**config.mk**
```make
export PLATFORM = sky130hd
export DESIGN_NAME = uart_rx
export DESIGN_NICKNAME = d
export VERILOG_FILES = /design/src/rtl/uart_rx.sv
export SDC_FILE = /design/constraint.sdc
export NUM_CORES = 1
export LEC_CHECK = 0
export ABC_CLOCK_PERIOD_IN_PS = 3400
export CAP_MARGIN = 10
export CORE_ASPECT_RATIO = 1.1
export CORE_MARGIN = 2
export CORE_UTILIZATION = 55
export CTS_BUF_LIST = sky130_fd_sc_hd__clkbuf_8 sky130_fd_sc_hd__clkbuf_16
export DETAILED_ROUTE_END_ITERATION = 10
export GPL_ROUTABILITY_DRIVEN = 0
export PLACE_DENSITY = 0.77
export SYNTH_ARGS = -nofsm -noshare
export SYNTH_HDL_FRONTEND = slang
export SYNTH_SLANG_ARGS = --single-unit
```
**constraint.sdc**
```tcl
create_clock -name clk -period 3.4 [get_ports clk]
set_input_delay 0.68 -clock clk [delete_from_list [all_inputs] [get_ports clk]]
set_output_delay 0.68 -clock clk [all_outputs]
set_load 0.05 [all_outputs]
```
**src/rtl/uart_rx.sv**
```systemverilog
// ============================================================================
//  Module   : uart_rx
//  Purpose  : 8N1 UART receiver driven by an OVERSAMPLE x baud clock enable.
//  Revision : 1.0  initial release
// ============================================================================
`default_nettype none

module uart_rx #(
    parameter int OVERSAMPLE = 16
) (
    input  logic       clk,
    input  logic       rst,
    input  logic       clk_en,
    input  logic       rx,
    output logic [7:0] rx_data,
    output logic       rx_valid,
    output logic       frame_err,
    output logic       busy
);

    localparam int            TW        = $clog2(OVERSAMPLE);
    localparam logic [TW-1:0] TICK_MID  = TW'(OVERSAMPLE / 2 - 1);
    localparam logic [TW-1:0] TICK_LAST = TW'(OVERSAMPLE - 1);

    typedef enum logic [2:0] {
        S_IDLE      = 3'd0,
        S_START     = 3'd1,
        S_DATA      = 3'd2,
        S_STOP      = 3'd3,
        S_WAIT_IDLE = 3'd4
    } state_t;

    state_t          state_q, state_d;
    logic [TW-1:0]   tick_q, tick_d;
    logic [2:0]      bit_q, bit_d;
    logic [7:0]      shift_q, shift_d;
    logic [7:0]      data_q, data_d;
    logic            valid_q, valid_d;
    logic            ferr_q, ferr_d;
    logic            rx_meta_q, rx_s_q;

    // Two-flop synchronizer runs every clk so its latency is independent of clk_en.
    always_ff @(posedge clk) begin
        if (rst) begin
            rx_meta_q <= 1'b1;
            rx_s_q    <= 1'b1;
        end else begin
            rx_meta_q <= rx;
            rx_s_q    <= rx_meta_q;
        end
    end

    always_ff @(posedge clk) begin
        if (rst) begin
            state_q <= S_IDLE;
            tick_q  <= '0;
            bit_q   <= 3'd0;
            shift_q <= 8'h00;
            data_q  <= 8'h00;
            valid_q <= 1'b0;
            ferr_q  <= 1'b0;
        end else begin
            state_q <= state_d;
            tick_q  <= tick_d;
            bit_q   <= bit_d;
            shift_q <= shift_d;
            data_q  <= data_d;
            valid_q <= valid_d;
            ferr_q  <= ferr_d;
        end
    end

    always_comb begin
        state_d = state_q;
        tick_d  = tick_q;
        bit_d   = bit_q;
        shift_d = shift_q;
        data_d  = data_q;
        valid_d = 1'b0;
        ferr_d  = 1'b0;

        case (state_q)
            S_IDLE: begin
                if (clk_en && !rx_s_q) begin
                    state_d = S_START;
                    tick_d  = '0;
                end
            end

            S_START: begin
                if (clk_en) begin
                    if (tick_q == TICK_MID) begin
                        tick_d = '0;
                        if (!rx_s_q) begin
                            state_d = S_DATA;
                            bit_d   = 3'd0;
                        end else begin
                            state_d = S_IDLE;
                        end
                    end else begin
                        tick_d = tick_q + 1'b1;
                    end
                end
            end

            S_DATA: begin
                if (clk_en) begin
                    if (tick_q == TICK_LAST) begin
                        shift_d = {rx_s_q, shift_q[7:1]};
                        tick_d  = '0;
                        bit_d   = bit_q + 3'd1;
                        if (bit_q == 3'd7) begin
                            state_d = S_STOP;
                        end
                    end else begin
                        tick_d = tick_q + 1'b1;
                    end
                end
            end

            S_STOP: begin
                if (clk_en) begin
                    if (tick_q == TICK_LAST) begin
                        tick_d = '0;
                        if (rx_s_q) begin
                            data_d  = shift_q;
                            valid_d = 1'b1;
                            state_d = S_IDLE;
                        end else begin
                            ferr_d  = 1'b1;
                            state_d = S_WAIT_IDLE;
                        end
                    end else begin
                        tick_d = tick_q + 1'b1;
                    end
                end
            end

            // A held-low line (break) must return high before a new start is accepted.
            S_WAIT_IDLE: begin
                if (rx_s_q) begin
                    state_d = S_IDLE;
                end
            end

            default: begin
                state_d = S_IDLE;
            end
        endcase
    end

    assign rx_data   = data_q;
    assign rx_valid  = valid_q;
    assign frame_err = ferr_q;
    assign busy      = (state_q != S_IDLE);

endmodule

`default_nettype wire

```
# After elaboration in Yosys (flattened, before gate mapping)
# Index checks and enable logic that the tools add are counted.
# word_totals
n_memories	0
reg_bits	30
rom_bits	0
out_inout_bits	11
ram_bits	0
latch_bits	0
word_cells	71
# classes
n_eq_ne	18
mul	0
n_div	0
mux	26
n_reduce_logical	13
n_lt_le_gt_ge	0
shift	0
bitwise	3
addsub	2
# op_table
cell	n
$mux W3	15
$mux W4	5
$ne A2 B2 Y1 const B	10
$pmux W3 S5	1
$pmux W4 S3	1
$reduce_and A9 Y1	1
$reduce_and A4 Y1	2
$eq A3 B2 Y1 const B	2
$eq A3 B3 Y1 const B	2
$pmux W3 S2	1
$reduce_and A6 Y1	1
$reduce_bool A3 Y1	2
$add A4 B1 Y4 const B	1
$eq A4 B3 Y1 const B	1
$eq A4 B4 Y1 const B	1
$reduce_or A4 Y1	1
$add A3 B1 Y3 const B	1
$eq A3 B1 Y1 const B	1
$logic_not A3 Y1	1
$not A1 Y1	3
$reduce_and A3 Y1	1
$mux W1	2
$mux W2	1
$ne A2 B1 Y1 const B	1
other kinds (4)	4

# Logic depth before layout (Yosys ltp)
# depth
ltp_word	5
mapped_depth	6
ltp_nobuf	5

# Least setup slack after synthesis
# OpenSTA, ideal clock, no wires.
# synth_timing
kind	register -> output
startpoint	register state_q[2]
endpoint	output port busy
slack_ns	1.597
required_time_ns	2.720
path_stages_with_launch	3
path_buffers	1
arrival_ns	1.123
cell_sequence	dfxtp_1 clkbuf_1 or3_1
# synth_between
elab_chain_cells	1
# synth_lines
element	line	text
from (decl)	33	state_t state_q, state_d;
from (signal assigned)	63	state_q <= state_d;
$reduce_bool A3 Y1	155	assign busy = (state_q != S_IDLE);
to (decl)	18	output logic busy
# No other way between the ends.

# Worst setup path after layout
# Ends and elaborated chain as after synthesis.

==> key figures <==
Outcome
  • Run status: completed

Worst setup path
  • CP peak stage delay: 0.79 ns
  • Worst setup path endpoint: busy
  • Launch instance of the worst register-to-register path: tick_q[0]
  • Critical path launch point: state_q[2]
  • Category of the worst setup path launch point: flop
  • Slowest cell on crit path: sky130_fd_sc_hd__clkdlybuf4s50_1
  • Nature of the critical path endpoint: primary output
  • Worst-path fanout max: 14
  • Destination of the worst register-to-register timing path: rx_data[3]
  • Startpoint-to-endpoint class of the critical path: flop to primary output
  • Critical path required time: 2.72 ns
  • Critical path cell sequence: or3_1 -> clkdlybuf4s50_1
  • Number of cell instances on the worst register-to-register path: 5
  • Reg2Reg Setup Slack: 1.54 ns
  • Signal arrival time at the worst endpoint: 1.87 ns

Floorplan
  • Die Wd: 50.0 um
  • Boundary Pins: 15
  • Initial core utilization: 57.4%
  • Floorplan core area: 0.00223 mm2
  • Vertical die dimension: 54.6 um
  • Number of standard-cell rows in the floorplan: 18
  • Die Footprint: 0.00273 mm2

Routing
  • Residual DRC count: 0
  • Count of TritonRoute iterations in the first routing pass: 4
  • Final Routed Wirelength: 2.36 mm
  • Initial drt markers: 18
  • Post-route antenna net violation count: 0
  • Via-to-Cell Ratio: 5.56
  • Total number of vias: 979
  • Post-DR wirelength/cell: 13.4 um

Clock network
  • Clock-pin slew reported for the worst setup and hold paths after clock tree synthesis: 0.06 ns
  • CTS Sinks: 30
  • Post-CTS Resized: 0
  • Post-CTS Setup Bufs: 0
  • Number of buffers inserted during clock tree synthesis: 5
  • Maximum buffer depth of the clock tree: 2
  • Root Driver: sky130_fd_sc_hd__clkbuf_8
  • Insertion delay of the later-clocked pin in the worst-skew pair: 0.28 ns
  • H-tree Lvls: 2
  • Post-CTS Hold Buffers: 0
  • Clock tree from TritonCTS: yes

Finish
  • Area delta synth->final: 18.1%
  • Final std cells w/o fill: 176
  • Fraction of layout instances using a drive strength above 1: 9.59%
  • Total of fill cells in the finished design: 172
  • Commonest non-fill, non-tap cell in the layout: sky130_fd_sc_hd__dfxtp_1
  • Final core utilization: 67.8%
  • Diodes inserted: 0
  • Number of nets at the end of the flow: 154
  • Multi-input gate area: 628 um2
  • Commonest cells after routing, fill and taps aside: sky130_fd_sc_hd__dfxtp_1 (30), sky130_fd_sc_hd__nor2_1 (24), sky130_fd_sc_hd__mux2i_1 (19), sky130_fd_sc_hd__clkdlybuf4s50_1 (14), sky130_fd_sc_hd__clkbuf_8 (6)
  • Total area of sequential cells: 601 um2

Pwr
  • Max VDD drop: 330 uV
  • Leakage component of the power: 0.500 nW
  • Cell area power density: 431 mW/mm2
  • Power after layout: 0.652 mW

Timing
  • Setup repair after global routing missed its margin: false
  • Maximum operating frequency: 0.392 GHz
  • Final period util: 75.0%
  • Actual transition at the worst max-transition pin: 0.520 ns
  • Minimum setup slack in the final design: 0.849 ns
  • Setup total negative slack: 0 ns
  • Final critical-path required period: 2.55 ns
  • Setup-failing EPs final: 0
  • Hold violation total from the final report: 0
  • Total count of max-transition violations in the final report: 0
  • Tightest slew margin relative to the limit: 65.3%
  • Clock Skews: 0.00503 ns

Global route
  • Busiest layer in global routing: met2
  • Met2 usage in global routing: 31.1%
  • Initial antenna violation count: 0
  • Grt met3 use: 8.74%
  • GR Util met1: 23.1%
  • Wire length of the first global-routing pass: 3.86 mm
  • Number of global-route vias before repair: 861
  • Maximum number of pins on one net before global-route repair: 21
  • Sum of overflow across all layers after global routing: 0
  • Overall global routing resource usage: 19.5%

Place
  • Post-detail-place hpwl: 1.60 mm
  • Worst setup slack after placement: 0.944 ns
  • Instance count after placement with tap cells included: 170
  • IO Port Bufs: 14

Yosys
  • Most used flip-flop cell after synthesis: sky130_fd_sc_hd__dfxtp_1
  • Avg Inst Size Synth: 9.77 um2
  • Number of synthesized register bits: 30
  • Total standard cell area after synthesis: 0.00128 mm2
  • Share of the yosys chip area belonging to registers: 46.9%
  • Number of distinct standard cells referenced by the synthesized netlist: 35
  • Yosys warning total: 0
  • Async set-or-reset flop fraction in the synthesized netlist: 0%
  • Post-synth net total: 138
  • Mapped Cells: 131
  • Number of enable flip-flop cells after synthesis: 0

Job
  • Number of maximum-capacitance violations: 0

Worst hold path
  • Classification of the worst-slack hold path: flop to flop
==> layer usage <==
layer  wire length [um]  share of wire, %  vias to the layer above
li1                   -                 -                      492
met1               1010                43                      451
met2               1150                49                       30
met3                160               6.8                        6
met4                 30               1.3                        0
met5                  0                 0                        -
==> per-stage QoR <==
stage          hold slack [ns]  cell area, um2
4_1_cts                  0.413            1510
3_5_place_dp             0.399            1430
3_3_place_gp             0.395            1430
6_report                 0.408            1510
5_1_grt                  0.432            1510
2_1_floorplan            0.389            1280
==> worst max-delay path, delay by kind of cell, from the launching register on <==
kind,cells,cell delay [ns]
buffers and inverters,1,0.79
DFF,1,0.61
and+or+nand+nor,1,0.19
==> logic make-up (layout without fill, tap and decap cells) <==
group	count (synthesis)	in the layout	synth area share, %
adder cells (fa/ha/maj)	3	3	2.93
XOR/XNOR	1	1	0.684
AO/OA/AOI/OAI	12	12	7.14
multiplexers	19	19	14.9
AND/OR/NAND/NOR	57	57	23.5
buffers and inverters	9	24	4.01
flip-flops	30	30	46.9
==> cell usage after synthesis, drive strengths merged (2+ instances only) <==
cell | n | area (um2)
nand3 | 4 | 20.0
and2 | 2 | 12.5
nor2 | 25 | 96.4
nand2b | 3 | 18.8
nand4 | 2 | 12.5
nand3b | 3 | 22.5
nor3 | 4 | 20.0
clkbuf | 2 | 7.51
ha | 3 | 37.5
nor2b | 2 | 12.5
mux2i | 19 | 190
inv | 2 | 7.51
nor4 | 2 | 12.5
or2 | 2 | 12.5
dfxtp | 30 | 601
buf | 5 | 36.3
nand2 | 2 | 7.51
a21oi | 5 | 25.0
==> worst min path at each step <==
| stage | depth (start not counted) | from | endpoint |
|---|---|---|---|
| 2_1_floorplan | 1 | rx_meta_q | rx_s_q |
| 3_3_place_gp | 1 | rx_meta_q | rx_s_q |
| 3_5_place_dp | 1 | rx_meta_q | rx_s_q |
| 4_1_cts | 1 | rx_meta_q | rx_s_q |
| 5_1_grt | 1 | rx_meta_q | rx_s_q |
| 6_report | 1 | rx_meta_q | rx_s_q |
==> report_power, final <==
part           switching [mW]  total [mW]  internal [mW]  leakage, nW
registers             0.00213       0.356          0.353        0.242
clock network           0.121       0.276          0.156       0.0431
logic                  0.0119      0.0201        0.00825        0.215
==> registers in the layout (all words and copies together) (netlist names) <==
signal	flops
rx_data	8
tick_q	4
rx_meta_q	1
frame_err	1
rx_valid	1
shift_q	8
state_q	3
bit_q	3
rx_s_q	1
==> area by class of cell <==
type,instances,area share (%)
Clock buffer,6,5.46
Sequential cell,30,39.7
Multi-Input combinational cell,92,41.6
Inverter,2,0.497
Timing Repair Buffer,16,10.3
Tap cell,30,2.48
(Power assumes the default switching activity.)
